## config.mk

```make
export PLATFORM = sky130hd
export DESIGN_NAME = seq_signed_divider
export DESIGN_NICKNAME = d
export VERILOG_FILES = /design/src/rtl/seq_signed_divider_pkg.sv /design/src/rtl/seq_signed_divider_ctrl.sv /design/src/rtl/seq_signed_divider.sv
export SDC_FILE = /design/constraint.sdc
export NUM_CORES = 1
export LEC_CHECK = 0
export BUFFER_PORTS_ARGS = -buffer_cell sky130_fd_sc_hd__buf_4
export CORE_ASPECT_RATIO = 1.5
export CORE_MARGIN = 3
export CORE_UTILIZATION = 64
export CTS_BUF_LIST = sky130_fd_sc_hd__clkbuf_16
export DETAILED_ROUTE_END_ITERATION = 6
export GPL_TIMING_DRIVEN = 0
export PLACE_DENSITY = 0.95
export SKIP_LAST_GASP = 1
export SLEW_MARGIN = 20
export SYNTH_ARGS = -nofsm -noshare
export SYNTH_HDL_FRONTEND = slang
export SYNTH_SLANG_ARGS = --single-unit
export TNS_END_PERCENT = 100
```

## constraint.sdc

```tcl
create_clock -name clock -period 11.6 [get_ports clock]
set_input_delay 3.48 -clock clock [delete_from_list [all_inputs] [get_ports clock]]
set_output_delay 3.48 -clock clock [all_outputs]
set_load 0.1 [all_outputs]
```

## src/rtl/seq_signed_divider_pkg.sv

```systemverilog
// Shared widths, FSM state encoding and counter sizing for the signed divider.
package seq_signed_divider_pkg;

    localparam int WIDTH = 32;
    localparam int ITERS = WIDTH;

    typedef enum logic [1:0] {
        IDLE = 2'd0,
        RUN  = 2'd1,
        DONE = 2'd2
    } div_state_t;

    // Counter must be able to hold the value ITERS itself.
    function automatic int cnt_width(input int iters);
        return $clog2(iters + 1);
    endfunction

    localparam int CNT_W = cnt_width(ITERS);

endpackage

```

## src/rtl/seq_signed_divider_ctrl.sv

```systemverilog
// Sequencer for the divider: state, iteration counter, add/sub select, ready flag.
module div_ctrl_fsm
    import seq_signed_divider_pkg::*;
#(
    parameter int ITERS = seq_signed_divider_pkg::ITERS
) (
    input  logic clock,
    input  logic reset,
    input  logic ctrl_DIV,
    input  logic p_sign,
    output logic load,
    output logic step,
    output logic add_not_sub,
    output logic done
);

    localparam int CW = cnt_width(ITERS);
    localparam logic [CW-1:0] LAST = CW'(ITERS - 1);

    div_state_t    state;
    logic [CW-1:0] cnt;
    logic          rdy_q;

    // Control strobes to the datapath; a start always wins over an iteration.
    always_comb begin
        load        = ctrl_DIV & ~reset;
        step        = (state == RUN);
        add_not_sub = p_sign;
        done        = rdy_q;
    end

    // State, counter and registered ready flag; start restarts from any state.
    always_ff @(posedge clock) begin
        if (reset) begin
            state <= IDLE;
            cnt   <= '0;
            rdy_q <= 1'b0;
        end else if (ctrl_DIV) begin
            state <= RUN;
            cnt   <= '0;
            rdy_q <= 1'b0;
        end else begin
            case (state)
                RUN: begin
                    cnt <= cnt + CW'(1);
                    if (cnt == LAST) state <= DONE;
                end
                DONE:    rdy_q <= 1'b1;
                default: ;
            endcase
        end
    end

endmodule

```

## src/rtl/seq_signed_divider.sv

```systemverilog
// Multi-cycle signed divider: non-restoring division on magnitudes, sign applied at the end.
module seq_signed_divider
    import seq_signed_divider_pkg::*;
#(
    parameter int WIDTH = seq_signed_divider_pkg::WIDTH,
    parameter int ITERS = seq_signed_divider_pkg::ITERS
) (
    input  logic             clock,
    input  logic             reset,
    input  logic [WIDTH-1:0] data_operandA,
    input  logic [WIDTH-1:0] data_operandB,
    input  logic             ctrl_DIV,
    output logic [WIDTH-1:0] data_result,
    output logic             data_exception,
    output logic             data_resultRDY
);

    localparam logic [WIDTH-1:0] ONE = WIDTH'(1);

    logic             load, step, add_not_sub, done;
    logic [WIDTH:0]   p_q, p_sh, p_new, div_ext;
    logic [WIDTH-1:0] q_q, q_sh, div_q, mag_a, mag_b, q_signed;
    logic             sign_q, zero_q;

    div_ctrl_fsm #(.ITERS(ITERS)) u_ctrl (
        .clock       (clock),
        .reset       (reset),
        .ctrl_DIV    (ctrl_DIV),
        .p_sign      (p_q[WIDTH]),
        .load        (load),
        .step        (step),
        .add_not_sub (add_not_sub),
        .done        (done)
    );

    // Operand magnitudes; the most negative value maps to itself and is read as unsigned.
    always_comb begin
        mag_a = data_operandA[WIDTH-1] ? (~data_operandA + ONE) : data_operandA;
        mag_b = data_operandB[WIDTH-1] ? (~data_operandB + ONE) : data_operandB;
    end

    // One non-restoring step: shift {P,Q}, then add or subtract the divisor by P's sign.
    // P stays within one divisor of zero, so its sign survives the shift unchanged.
    always_comb begin
        p_sh    = {p_q[WIDTH-1:0], q_q[WIDTH-1]};
        q_sh    = {q_q[WIDTH-2:0], 1'b0};
        div_ext = {1'b0, div_q};
        p_new   = add_not_sub ? (p_sh + div_ext) : (p_sh - div_ext);
    end

    // Working register and latched operand attributes.
    always_ff @(posedge clock) begin
        if (reset) begin
            p_q    <= '0;
            q_q    <= '0;
            div_q  <= '0;
            sign_q <= 1'b0;
            zero_q <= 1'b0;
        end else if (load) begin
            p_q    <= '0;
            q_q    <= mag_a;
            div_q  <= mag_b;
            sign_q <= data_operandA[WIDTH-1] ^ data_operandB[WIDTH-1];
            zero_q <= (data_operandB == '0);
        end else if (step) begin
            p_q <= p_new;
            q_q <= {q_sh[WIDTH-1:1], ~p_new[WIDTH]};
        end
    end

    // Results are driven only once ready; the working register is frozen in DONE.
    always_comb begin
        q_signed       = sign_q ? (~q_q + ONE) : q_q;
        data_resultRDY = done;
        data_exception = done & zero_q;
        data_result    = (done && !zero_q) ? q_signed : '0;
    end

endmodule

```

# After elaboration in Yosys (flattened, before gate mapping)
# Cells that the tools add are included.
# classes
bitwise,8
n_eq_ne,3
muxes,10
reduce_logical,10
add_sub_neg,6
# ops
operator,n
2-to-1 mux 32 bit,6
adder 32 x 1 -> 32 bit (second input constant),3
inverter 32 bit,3
adder 33 x 32 -> 33 bit,1
2-to-1 mux 33 bit,1
subtractor 33 x 32 -> 33 bit,1
logical NOT 32 bit,1
adder 6 x 1 -> 6 bit (second input constant),1
equality test 6 x 5 -> 1 bit (second input constant),1
nonzero test 2 bit,3
AND reduction 2 bit,2
OR reduction 2 bit,2
2-to-1 mux 1 bit,3
AND 1 bit,2
equality test 2 x 1 -> 1 bit (second input constant),1
equality test 2 bit (second input constant),1
inverter 1 bit,2
logical AND 1 bit,1
logical NOT 1 bit,1
bitwise XOR 1 bit,1
# word_totals
out_inout_bits,34
word_cells,46
regBits,108

# Depth between registers and ports, before layout
# Gate-level depths: netlist of the first run.
# depth
depth_word,5
depth_mapped,19
mapped_depth_nobuf,18

# By module
# Synthesis of the first run repeated with hierarchy kept, for this count alone.
# hier_totals
hier_cells,1101
hier_area_um2,8604.5
# modules_own_cells
mod,area_per_inst_um2,cells_per_inst,instances,seq_area_each_um2
seq_signed_divider,8205.4,1059,1,1981.9
div_ctrl_fsm,399.1,42,1,180.2

# Worst setup path before layout of the first run
# OpenSTA, ideal clock, no wires.
# synth_path
path_kind,register to output
from,register q_q[2]
to,output port data_result[26]
stages_incl_launch_ff,10
required_ps,8120
path_slack_ps,4292
arrival_ps,3828
cell_sequence,dfxtp_1 nor3_1 nand3b_1 or3_1 or3_1 or3_1 o41ai_1 nand2_1 xnor2_1 nor2_1
# synth_between
elab_chain_len,4
# synth_lines
element,line_no,text
from (decl),seq_signed_divider.sv:22,"logic [WIDTH-1:0] q_q, q_sh, div_q, mag_a, mag_b, q_signed;"
from (signal assigned),seq_signed_divider.sv:61,q_q <= mag_a;
from (signal assigned),seq_signed_divider.sv:67,"q_q <= {q_sh[WIDTH-1:1], ~p_new[WIDTH]};"
inverter 32 bit,seq_signed_divider.sv:73,q_signed = sign_q ? (~q_q + ONE) : q_q;
adder 32 x 1 -> 32 bit,seq_signed_divider.sv:73,
2-to-1 mux 32 bit,seq_signed_divider.sv:73,
2-to-1 mux 32 bit,seq_signed_divider.sv:76,data_result = (done && !zero_q) ? q_signed : '0;
to (decl),seq_signed_divider.sv:13,"output logic [WIDTH-1:0] data_result,"
# Every way passes these cells.

# Worst setup path in the final report of the first run
# layout_path
from,register q_q[2]
to,output port data_result[30]
# Same word-level chain as after synthesis.

==> summary.md, run 1 <==
| Metric | Value |
|---|---|
| Site Rows | `50` |
| Synth Flop Type | `dfxtp_1` |
| Clk root buf | `clkbuf_16` |
| First-iteration detailed-routing DRC count | `628` |
| Ys async rst share | `0%` |
| PwrDens | `around 120 nW/um2` |
| Clk buf depth | `2` |
| # fillers | `between 800 and 900` |
| Hold/Removal Path Class | `flip-flop to flip-flop` |
| Die Y | `between 100 and 150 um` |
| #FFs+latches synth | `108` |
| Clock sink count | `about 110` |
| Initial core utilization | `between 60 and 70%` |
| Worst Slack Setup Final | `approximately 4.2 ns` |
| GRT busiest layer | `met2` |
| Core Util, Final | `75.3%` |
| Core area | `roughly 13000 um2` |
| CP max stage delay | `around 0.64 ns` |
| Crit Path Max Fanout | `6` |
| DRT antenna net count | `0` |
| Clock buffer count from CTS | `9` |
| Pre-Repair DR Iteration Count | `7` |
| Post-synthesis cell count | `about 1100` |
| DR vias | `around 9000` |
| Cell chain of the critical path | `nor3_1 -> nand3b_1 -> or3_1 -> or3_1 -> or3_1 -> o41ai_1 -> nand2_1 -> xnor2_1 -> nor2_1 -> buf_4` |
| # hold bufs at CTS | `0` |
| Vias/cell | `around 6.4` |
| Setup Skew | `slightly above 0.01 ns` |
| Hold slack | `0.460 ns` |
| Max-Slew Margin vs Limit | `45.0%` |
| Tmin final | `~7.4 ns` |
| Vias in the first global route | `between 8000 and 9000` |
| Leak | `~3.8 nW` |
| VDD IR max | `0.0832 mV` |
| DR WL/cell | `about 19 um` |
| Final nets | `~1300` |
| Met2 Usage GRT | `roughly 64%` |
| Max-cap viol count | `0` |
| Clock Latency Late Sink | `about 0.36 ns` |
| Antenna violations before repair | `0` |
| Final Hold Fails | `0` |
| Run status | `finished, final reports clean` |
| Final setup vio count | `0` |
| Kind of critical path | `flip-flop to output pin` |
| GP Congestion | `about 0.99` |
| Syn_nets | `about 1200` |
| Buffers & Inverters on Critical Path | `1` |
| Cell variety after synth | `52` |
| Seq. cell area | `around 2200 um2` |
| Setup TNS | `0 ns` |
| Worst Path Required | `between 8 and 9 ns` |
| Mapped Avg Cell Area | `roughly 7.4 um2` |
| Met3 Use GR | `about 5.4%` |
| Cell mode on critical path | `or3_1` |
| Sequential area share after synthesis | `a little over a quarter` |
| Warnings, synthesis | `0` |
| Synth Cell Area | `slightly above 8000 um2` |
| Crit-path leading delay family | `simple AND/OR/NAND/NOR gates` |
| CP Launch Type | `flip-flop` |
| Number of diodes | `0` |
| Post-synth EDFFs | `0` |
| Arr. time, crit path | `3.91 ns` |
| Fmax | `0.135 GHz` |
| Largest net degree at the start of global routing | `16` |
| GR Overflow Total | `0` |
| RSZ-0062 raised after global routing | `no` |
| Setup WS pre-CTS | `~4.7 ns` |
| Area grow syn2layout | `14.8%` |
| Chip width | `98.5 um` |
| # port buffers | `slightly below 100` |
| DRC | `0` |
| Share of layout cells above drive strength 1 | `9.77%` |
| GRT Util Overall | `roughly 35%` |
| Die area | `~14000 um2` |
| Post_cts resized | `0` |
| Setup crit end kind | `output pin` |
| Slew Viols, Final | `0` |
| Worst Tran Pin Value | `between 0.8 and 0.9 ns` |
| Met1 GRT Util | `approximately a third` |
| Clock slew seen by the registers of the worst setup and hold paths | `0.07 ns` |
| Post CTS Setup Buffer Count | `0` |
| Dpl hpwl | `19300 um` |
| H-tree depth | `3` |
| Boundary Pins | `101` |
| CP max stage cell | `o41ai_1` |
| Multi-input logic area | `approximately 5700 um2` |
| First-pass GRT wire length | `40900 um` |
| TritonCTS clock tree | `yes` |
| Tcrit/Tclk final | `approximately 64%` |
| Final wirelength | `25600 um` |
## stage by stage
step	area [um2]	cells	total power, mW
floorplan	8210	1113	0.711
global route	9430	1384	1.18
finish	9430	1384	1.13
detailed placement	9150	1368	0.817
CTS	9430	1384	1.11
global placement	9150	1368	0.804
## layout by cell type, fill, tap and decap left out, types with 5 or more instances in the layout
| cell | count |
|---|---|
| nand4_1 | 7 |
| and3_1 | 10 |
| o31ai_1 | 24 |
| nor2b_1 | 5 |
| o211ai_1 | 5 |
| xnor2_1 | 50 |
| a211oi_1 | 47 |
| or3_1 | 29 |
| xor2_1 | 96 |
| a21oi_1 | 92 |
| mux2i_1 | 10 |
| nor3_1 | 18 |
| buf_4 | 99 |
| o41ai_1 | 13 |
| ha_1 | 37 |
| nand3b_1 | 5 |
| buf_1 | 12 |
| o21a_1 | 6 |
| dfxtp_1 | 108 |
| inv_1 | 31 |
| o21ai_0 | 52 |
| o22ai_1 | 5 |
| nor2_1 | 150 |
| nor4_1 | 5 |
| nand2_1 | 148 |
| a21o_1 | 11 |
| or2_2 | 5 |
| or4_1 | 18 |
| clkbuf_1 | 48 |
| a311oi_1 | 17 |
| clkbuf_16 | 9 |
| nand3_1 | 12 |
## synth_stat cells, types with 4 or more instances
cell type	number	share of area [%]
o41ai_1	13	1.4
buf_1	12	0.55
nor2b_1	5	0.38
nor4_1	5	0.38
nand4_1	7	0.53
xor2_1	96	10
xnor2_1	50	5.3
a211oi_1	47	4.3
a311oi_1	17	1.8
clkbuf_1	48	2.2
nand2_1	148	6.8
o22ai_1	5	0.38
nand2b_1	4	0.30
inv_1	27	1.2
nor3_1	18	1.1
or3_1	29	2.2
o21a_1	6	0.55
and3_1	10	0.76
mux2i_1	10	1.2
o31ai_1	24	2.2
or2_2	5	0.38
o21ai_0	52	3.2
a21oi_1	92	5.6
nor2_1	150	6.9
or4_1	18	1.6
a31oi_1	4	0.30
o21bai_1	4	0.37
dfxtp_1	108	26
o211ai_1	5	0.46
a21o_1	11	1.0
ha_1	37	5.6
and2_1	4	0.30
nand3_1	12	0.73
nand3b_1	5	0.46
## tightest hold or removal path, stage by stage, from the launching register on
cell     delay (ns)
dfxtp_1        0.32
nand2_1        0.05
a21oi_1        0.05
## path summary, 6_finish.rpt
check             from               to  slack, ns  depth (start not counted)
max reg2reg  div_q[11]          p_q[31]       6.43                         15
min reg2reg     p_q[7]           p_q[7]       0.46                          2
max             q_q[2]  data_result[30]       4.21                         10
min             p_q[7]           p_q[7]       0.46                          2
## cell type report
class | count | share of cell area, %
Buffer | 62 | 2.50
Clock buffer | 9 | 2.39
Clock inverter | 7 | 0.558
Inverter | 27 | 1.08
Multi-Input combinational cell | 916 | 60.6
Sequential cell | 108 | 22.9
Tap cell | 156 | 2.07
Timing Repair Buffer | 99 | 7.89
## power breakdown
part | internal (mW) | total [mW] | switching, mW | leakage (nW)
Clock | 0.163 | 0.304 | 0.140 | 0.149
Combinational | 0.160 | 0.398 | 0.238 | 2.80
Sequential | 0.397 | 0.427 | 0.0297 | 0.889
Total | 0.720 | 1.13 | 0.408 | 3.84
## flip-flops by register name, indices dropped and copies added (netlist names)
name	flops
sign_q	1
zero_q	1
p_q	33
u_ctrl.done	1
u_ctrl.state	2
u_ctrl.cnt	6
div_q	32
q_q	32
## logic make-up (layout without fill, tap and decap cells)
group	count (synthesis)	count (layout)	share of synthesized area [%]
xor+xnor	146	146	15.6
fa+ha+maj	38	38	5.88
mux	11	11	1.36
simple gates	429	429	23.9
flops	108	108	26.3
compound gates	292	292	22.9
buf+inv	89	204	4.10
## metal layers
metal  vias to the layer above  part of all wire, %
li1                       4176                    -
met1                      4082                   34
met2                       484                   51
met3                       173                  7.2
met4                         0                  7.8
met5                         -                    0
No activity file was read; power rests on OpenSTA's default activity.
==> run 2, diff against run 1 <==
Settings changed: CORE_UTILIZATION 64 to 60, PLACE_DENSITY 0.95 to 0.91.
Clock period 11.6 ns to 7.2 ns, I/O delays scaled along.
==> run 2 against run 1 <==
Cell count up 0.22%. Sequential power up 61%. Utilization down 3.8 points. Die area up 6.3%. Critical path type unchanged. Register-to-register slack worse by 4.5 ns. Global-route usage down 2.2 points. Count of clock-buffer cells in the layout unchanged.
==> summary.md, run 2 (same netlist as run 1, synthesis figures left out) <==
| Metric | Value |
|---|---|
| CP max stage delay | `roughly 0.61 ns` |
| Kind of critical path | `flip-flop to output pin` |
| Cell chain of the critical path | `inv_1 -> ha_1 -> nand3b_1 -> or3_1 -> or3_1 -> or3_1 -> o41ai_1 -> nand2_1 -> xnor2_1 -> nor2_1 -> buf_4` |
| Max-cap viol count | `0` |
| Final nets | `1328` |
| Setup Skew | `roughly 0.010 ns` |
| Max FFs per register | `33` |
| Clk root buf | `clkbuf_16` |
| Final setup vio count | `0` |
| Vias in the first global route | `8612` |
| Clock slew seen by the registers of the worst setup and hold paths | `around 0.080 ns` |
| GRT Util Overall | `33.2%` |
| Leading cell type in the layout, fill and taps excluded | `nor2_1` |
| Dpl cell area | `9150 um2` |
| CP Launch Type | `flip-flop` |
| Max-Slew Margin vs Limit | `between 40 and 50%` |
| Antenna violations before repair | `0` |
| Final Hold Fails | `0` |
| Vias/cell | `between 6 and 7` |
| Clk buf depth | `2` |
| Post_cts resized | `0` |
| Initial core utilization | `roughly 62%` |
| VDD IR max | `0.111 mV` |
| Setup TNS | `0 ns` |
| Boundary Pins | `a little over 100` |
| Post-Place Cells | `roughly 1400` |
| Crit Path Max Fanout | `4` |
| Fmax | `0.166 GHz` |
| FF-to-FF setup slack | `1.90 ns` |
| Die area | `approximately 15000 um2` |
| Buffers & Inverters on Critical Path | `2` |
| H-tree depth | `3` |
| DR vias | `approximately 8800` |
| Share of layout cells above drive strength 1 | `just over 10%` |
| Worst Tran Pin Value | `between 0.8 and 0.9 ns` |
| Pre-Repair DR Iteration Count | `6` |
| First-pass GRT wire length | `a little over 40000 um` |
| Chip width | `between 100 and 150 um` |
| Largest register by flop count | `p_q` |
| Biggest regs | `p_q: 33 flops, div_q: 32 flops, q_q: 32 flops` |
| Leak | `between 3 and 4 nW` |
| Slew Viols, Final | `0` |
| PwrDens | `195 nW/um2` |
| Design area | `9450 um2` |
| Worst Path Required | `around 5.0 ns` |
| # port buffers | `between 90 and 100` |
| Core Util, Final | `between 70% and 80%` |
| Number of diodes | `0` |
| Setup crit end kind | `output pin` |
| TritonCTS clock tree | `yes` |
| Run status | `finished, final reports clean` |
| Clock buffer count from CTS | `9` |
| Tcrit/Tclk final | `between 80% and 90%` |
| Final cell count without fillers | `1387` |
| Clock Latency Late Sink | `approximately 0.36 ns` |
| CP max stage cell | `o41ai_1` |
| Worst Reg-to-Reg Cells | `15` |
| Commonest cells after routing, fill and taps aside | `nor2_1 (150), nand2_1 (148), dfxtp_1 (108), buf_4 (99), xor2_1 (96)` |
| DR WL/cell | `18.2 um` |
| Final wirelength | `25200 um` |
| Hold Path End | `p_q[14]` |
| # hold bufs at CTS | `0` |
| Site Rows | `51` |
| Hold depth | `2` |
| R2r endpoint | `p_q[31]` |
| Area grow syn2layout | `15.2%` |
| Die Y | `149 um` |
| Tmin final | `6.04 ns` |
| Core area | `approximately 13000 um2` |
| Post CTS Setup Buffer Count | `0` |
| DRT antenna net count | `0` |
| RSZ-0062 raised after global routing | `no` |
| Worst r2r src | `div_q[11]` |
| First-iteration detailed-routing DRC count | `about 720` |
| Largest net degree at the start of global routing | `19` |
| Clock sink count | `roughly 110` |
| Arr. time, crit path | `~3.9 ns` |
| Cell mode on critical path | `or3_1` |
| GR Overflow Total | `0` |
| DRC | `0` |
| Hold slack | `approximately 0.46 ns` |
| GP Congestion | `0.975` |
| Dpl hpwl | `between 15000 and 20000 um` |
| Crit-path leading delay family | `simple AND/OR/NAND/NOR gates` |
| Hold Startpoint | `p_q[14]` |
| Hold/Removal Path Class | `flip-flop to flip-flop` |
## run 2: changes by cell type in the layout (fill, tap and decap cells not counted)
cell / previous run / this run
clkinvlp_4: 0 / 2
inv_1: 31 / 28
inv_8: 0 / 1
clkinv_1: 2 / 0
clkinv_4: 0 / 2
## run 2: layout make-up
type	count	area, um2
sequential	108	2160
clock inverter	7	77.6
buffer	62	235
timing repair buffer	99	743
multi-input combinational	916	5710
clock buffer	9	225
inverter	27	101
fill	1053	3750
tap	159	199
## run 2: per-stage QoR
stage | worst slack [ns] | total power [mW]
finish | 1.16 | 1.84
global route | 1.02 | 1.93
CTS | 1.21 | 1.82
detailed placement | 1.61 | 1.31
global placement | 1.58 | 1.30
floorplan | 1.21 | 1.15
## run 2: power by group
part,total (mW),internal [mW],switching (mW)
registers,0.688,0.640,0.0484
clock network,0.519,0.273,0.246
logic,0.633,0.257,0.376
## run 2: routing by layer
| metal | wire length, um | vias to the layer above | global-route usage (%) |
|---|---|---|---|
| li1 | - | 4177 | - |
| met2 | 12600 | 453 | 58.6 |
| met4 | 1810 | 0 | 22.6 |
| met5 | 0 | - | 0 |
| met3 | 1860 | 158 | 5.33 |
| met1 | 8980 | 3971 | 35.4 |
## run 2: how the worst max path moves through the flow
stage / startpoint / end / slack, ns / depth (start not counted)
6_report: q_q[0] / data_result[30] / 1.16 / 11
5_1_grt: q_q[2] / data_result[30] / 1.02 / 10
4_1_cts: q_q[0] / data_result[30] / 1.21 / 11
3_5_place_dp: q_q[0] / data_result[26] / 1.61 / 11
3_3_place_gp: q_q[0] / data_result[30] / 1.58 / 11
2_1_floorplan: q_q[2] / data_result[30] / 1.21 / 9
## run 2: tightest hold or removal path, delay by kind of cell (launching register included)
| family | cells | cell delay (ns) |
|---|---|---|
| flops | 1 | 0.31 |
| simple gates | 1 | 0.05 |
| compound gates | 1 | 0.05 |
